===== src/rtl/cte_pkg.sv =====
// Shared types for the CTE colour-transform engine: byte-phase enum and pixel triple.
package cte_pkg;

    typedef enum logic [1:0] {
        PH_U  = 2'd0,
        PH_Y0 = 2'd1,
        PH_V  = 2'd2,
        PH_Y1 = 2'd3
    } phase_e;

    typedef struct packed {
        logic [7:0] y;
        logic [7:0] u;
        logic [7:0] v;
    } yuv_pix_t;

    localparam int N_PIX_DEFAULT = 500;

    function automatic phase_e next_phase(input phase_e p);
        return phase_e'(p + 2'd1);
    endfunction

endpackage


===== src/rtl/cte_yuv_unpacker.sv =====
// Unpacks a 4:2:2 byte stream (U Y0 V Y1) into (Y,U,V) pixel triples with
// a two-stage buffer: stage A assembles a group, stage B presents its two pixels.
module cte_yuv_unpacker
    import cte_pkg::*;
#(
    parameter int N_PIX = N_PIX_DEFAULT,
    parameter int IDX_W = 16
) (
    input  logic             clk,
    input  logic             reset,
    input  logic             in_en,
    input  logic [7:0]       yuv_in,
    output logic             busy,
    output logic             pix_valid,
    input  logic             pix_ready,
    output logic [7:0]       pix_y,
    output logic [7:0]       pix_u,
    output logic [7:0]       pix_v,
    output logic [IDX_W-1:0] pix_idx,
    output logic             pix_last
);

    localparam logic [IDX_W-1:0] LAST_IDX = IDX_W'(N_PIX - 1);

    phase_e     phase;
    logic [7:0] a_u, a_y0, a_v, a_y1;
    logic       a_full;
    logic [7:0] b_u, b_y0, b_v, b_y1;
    logic [1:0] out_cnt;

    logic transfer;
    logic b_free;
    logic capture;
    logic y1_cap;
    logic load_from_in;
    logic load_from_a;

    assign pix_valid    = (out_cnt != 2'd0);
    assign transfer     = pix_valid & pix_ready;
    assign b_free       = (out_cnt == 2'd0) | ((out_cnt == 2'd1) & transfer);
    assign capture      = in_en & ~a_full;
    assign y1_cap       = capture & (phase == PH_Y1);
    assign load_from_in = y1_cap & b_free;
    assign load_from_a  = a_full & b_free;

    // First pixel of a pair uses Y0, second uses Y1; chroma is shared.
    assign pix_y    = (out_cnt == 2'd2) ? b_y0 : b_y1;
    assign pix_u    = b_u;
    assign pix_v    = b_v;
    assign pix_last = pix_valid & (pix_idx == LAST_IDX);

    always_ff @(posedge clk or posedge reset) begin
        if (reset) begin
            phase <= PH_U;
        end else if (capture) begin
            phase <= next_phase(phase);
        end
    end

    // Stage A: byte capture; a completed group parks here when B is still busy.
    always_ff @(posedge clk or posedge reset) begin
        if (reset) begin
            a_u    <= 8'd0;
            a_y0   <= 8'd0;
            a_v    <= 8'd0;
            a_y1   <= 8'd0;
            a_full <= 1'b0;
            busy   <= 1'b0;
        end else begin
            if (capture) begin
                case (phase)
                    PH_U:    a_u  <= yuv_in;
                    PH_Y0:   a_y0 <= yuv_in;
                    PH_V:    a_v  <= yuv_in;
                    default: a_y1 <= yuv_in;
                endcase
            end
            if (y1_cap && !b_free) begin
                a_full <= 1'b1;
                busy   <= 1'b1;
            end else if (load_from_a) begin
                a_full <= 1'b0;
                busy   <= 1'b0;
            end
        end
    end

    always_ff @(posedge clk or posedge reset) begin
        if (reset) begin
            b_u     <= 8'd0;
            b_y0    <= 8'd0;
            b_v     <= 8'd0;
            b_y1    <= 8'd0;
            out_cnt <= 2'd0;
        end else if (load_from_in) begin
            b_u     <= a_u;
            b_y0    <= a_y0;
            b_v     <= a_v;
            b_y1    <= yuv_in;
            out_cnt <= 2'd2;
        end else if (load_from_a) begin
            b_u     <= a_u;
            b_y0    <= a_y0;
            b_v     <= a_v;
            b_y1    <= a_y1;
            out_cnt <= 2'd2;
        end else if (transfer) begin
            out_cnt <= out_cnt - 2'd1;
        end
    end

    always_ff @(posedge clk or posedge reset) begin
        if (reset) begin
            pix_idx <= '0;
        end else if (transfer) begin
            pix_idx <= (pix_idx == LAST_IDX) ? '0 : pix_idx + 1'b1;
        end
    end

endmodule


===== config.mk =====
export PLATFORM = sky130hd
export DESIGN_NAME = cte_yuv_unpacker
export DESIGN_NICKNAME = d
export VERILOG_FILES = /design/src/rtl/cte_pkg.sv /design/src/rtl/cte_yuv_unpacker.sv
export SDC_FILE = /design/constraint.sdc
export NUM_CORES = 1
export LEC_CHECK = 0
export ABC_CLOCK_PERIOD_IN_PS = 2800
export CORE_UTILIZATION = 48
export DETAILED_ROUTE_END_ITERATION = 7
export PLACE_DENSITY = 0.81
export SYNTH_ARGS = -nofsm -noshare
export SYNTH_HDL_FRONTEND = slang
export SYNTH_SLANG_ARGS = --single-unit

===== constraint.sdc =====
create_clock -name clk -period 2.8 [get_ports clk]
set_input_delay 0.56 -clock clk [delete_from_list [all_inputs] [get_ports clk]]
set_output_delay 0.56 -clock clk [all_outputs]
set_load 0.02 [all_outputs]

==> results.yml <==
clocking:
  clock-sinks: 85
  cts_tree: "done"
  htreeDepth: 3
  clk_pin_slew_ns: 0.08
  cts_root_buf: "clkbuf_8"
  clk_latency_ns: 0.35
  ctsHoldBuffers: 0
  cts_buffers: 9
  clk_path_buf_depth: 2
sta:
  hold_violations: 0
  fin_crit_sh: 0.976
  fmax_ghz: 0.366
  drv_slew: 0
  setup_ws_ns: 0.0672
  rsz0062_at_grt: "false"
  skew_ns: 0.00832
  max-slew-margin-rel: 0.676
  setup_violations: 0
  setup_tns_ns: 0
  tightest_slew_ns: 0.484
  period_needed_ns: 2.73
die:
  fp.dieW_um: 87.9
  start_util: 0.510
  die-height_um: 87.9
  ios: 55
  coreArea_um2: 6940
  rows: 30
  dieArea_um2: 7730
setup_path:
  cp.arrival_ns: 2.17
  crit_fanout: 5
  crit_type: "reg -> out"
  cp-start-kind: "register"
  endpoint_kind: "output pin"
  crit_required_ns: 2.24
place:
  gp_congestion: 0.849
  placed_area_um2: 4260
  place_hpwl_mm: 4.76
  post-place-ws_ns: 0.216
  dp_cells: 404
  port_buffers: 54
synth:
  synth_area_leader_cell: "dfrtp_1"
  ys_types: 26
  synth_area_leaders: "dfrtp_1 (60%), mux2_2 (23%), xnor2_1 (3.7%)"
  yosysWarnings: 0
  netlist_top_cells_count: "dfrtp_1 (85), mux2_2 (72), xnor2_1 (15)"
  avgSynthCellArea_um2: 14.1
  synthCells: 251
  synth_most_common_cell: "dfrtp_1"
  synth_edf_count: 0
  synthFlopType: "dfrtp_1"
  ys_ff_latch: 85
  post-synth-top-area-fraction: 0.600
  seq_area_frac_synth: 0.600
  synth_nets: 271
  ys_async_sr_fraction: 1.00
  synthesis.area_um2: 3540
grt:
  first_global_vias: 2186
  grt_antenna_before_repair: 0
  grt_max_degree: 37
  grt_pass1_wl_mm: 10.8
  met3_usage: 0.0349
  grtUsageMet1: 0.250
  grt_use_met2: 0.307
  gr-total-overflow: 0
  grt_usage: 0.192
  top_usage_layer: "met2"
layout:
  fin_cells: 419
  fillerInstances: 536
  final_cell_area_um2: 4460
  fin_nets: 339
  drive_gt1_frac: 0.316
  diodes: 0
  multi_input_area_um2: 1370
  utilization: 0.643
  area_growth_pct: 25.9
  seqCellArea_um2: 2130
pwr:
  seq_power_share: 0.410
  p_switching_uw: 1680
  power.share.clock: 0.172
  p_per_area_nw_per_um2: 1130
  ir_drop_mv: 0.621
  p_leak_uw: 0.00191
  combPwrFrac: 0.418
  p_sw_frac: 0.335
  p_int_uw: 3350
route:
  vias: 2116
  drt-wirelength-per-cell_um: 15.9
  ant_nets: 0
  routed_via_density: 5.05
  drc_errors: 0
  first_iter_violations: 79
  dr.pass1.iters: 5
  wirelength_mm: 6.65
run_status:
  status: "complete, no violations"
flow_run:
  drv_cap: 0
worst_hold_path:
  hp-class: "in -> async"
[path summary, 6_finish.rpt]
path / cells after the start / end / slack [ns] / from
worst max-delay path: 5 / pix_y[2] / 0.07 / out_cnt[0]$_DFFE_PP0P_
worst min-delay path: 2 / pix_idx[7]$_DFFE_PP0P_ / 0.49 / reset
worst max register to register: 5 / pix_idx[2]$_DFFE_PP0P_ / 1.03 / pix_idx[9]$_DFFE_PP0P_
worst min register to register: 1 / a_y1[5]$_DFFE_PP0P_ / 0.50 / a_y1[5]$_DFFE_PP0P_
max in group asynchronous: 3 / pix_v[0]$_DFFE_PP0P_ / 1.77 / reset
min in group clk: 1 / a_y1[5]$_DFFE_PP0P_ / 0.50 / a_y1[5]$_DFFE_PP0P_
[cell families (layout without fill, tap and decap cells)]
kind of cell             count (synthesis)  count (layout)  synth area share
flip-flops                              85              85             0.600
AND/OR/NAND/NOR                         51              51            0.0784
multiplexers                            72              72             0.229
XOR/XNOR                                15              15            0.0371
buffers and inverters                   13              85            0.0152
adder cells (fa/ha/maj)                  8               8            0.0282
AO/OA/AOI/OAI                            7               7            0.0124
[registers in the layout, indices dropped and copies added, names as in the netlist, 8 cells and up]
| name | count |
|---|---|
| a_u | 8 |
| a_v | 8 |
| a_y0 | 8 |
| a_y1 | 8 |
| b_y0 | 8 |
| b_y1 | 8 |
| pix_idx | 16 |
| pix_u | 8 |
| pix_v | 8 |
[critical path: stages, from the launching register on]
cell,delay [ns]
dfrtp_1,0.41
inv_1,0.09
ha_2,0.25
buf_4,0.19
mux2_2,0.34
clkdlybuf4s50_1,0.54
[per-layer routing]
metal  vias to the layer above  part of all wire
li1                       1004                 -
met1                      1074              0.45
met2                        29              0.50
met3                         9             0.026
met4                         0             0.022
met5                         -                 0
[final cells by class]
cell class | instances | area share
clock buffer | 9 | 0.0278
clock inverter | 6 | 0.0165
inverter | 8 | 0.00701
multi-input combinational | 153 | 0.308
sequential | 85 | 0.477
tap | 96 | 0.0269
timing repair buffer | 62 | 0.137
[stage by stage]
step / power [uW] / hold slack (ns)
finish: 5030 / 0.494
CTS: 5080 / 0.498
global route: 5310 / 0.512
global placement: 4120 / 0.475
floorplan: 3370 / 0.467
detailed placement: 4210 / 0.482
[power groups by stage]
stage / Clock, uW / Sequential, uW / Combinational, uW
floorplan: 0 / 2200 / 1170
global placement: 0 / 2060 / 2060
detailed placement: 0 / 2090 / 2120
CTS: 879 / 2060 / 2140
global route: 929 / 2130 / 2250
finish: 864 / 2060 / 2100
[placed cells by master (no fill, tap or decap), types with 4 or more instances in the layout]
| cell type | synthesis | layout |
|---|---|---|
| dfrtp_1 | 85 | 85 |
| nand2_1 | 12 | 12 |
| nor2_1 | 12 | 11 |
| xnor2_1 | 15 | 15 |
| clkbuf_8 | 0 | 9 |
| inv_1 | 8 | 7 |
| buf_4 | 0 | 7 |
| nor3_1 | 6 | 6 |
| mux2_2 | 72 | 72 |
| ha_1 | 8 | 7 |
| clkdlybuf4s50_1 | 0 | 53 |
| nand3_1 | 4 | 4 |
| nand4_1 | 5 | 5 |
[what timing repair did]
action,in CTS,in global routing
resized for setup,2,0
endpoints found under the setup margin,6,0
buffers inserted,0,0
Note: power is estimated with default switching activity, not from simulation.
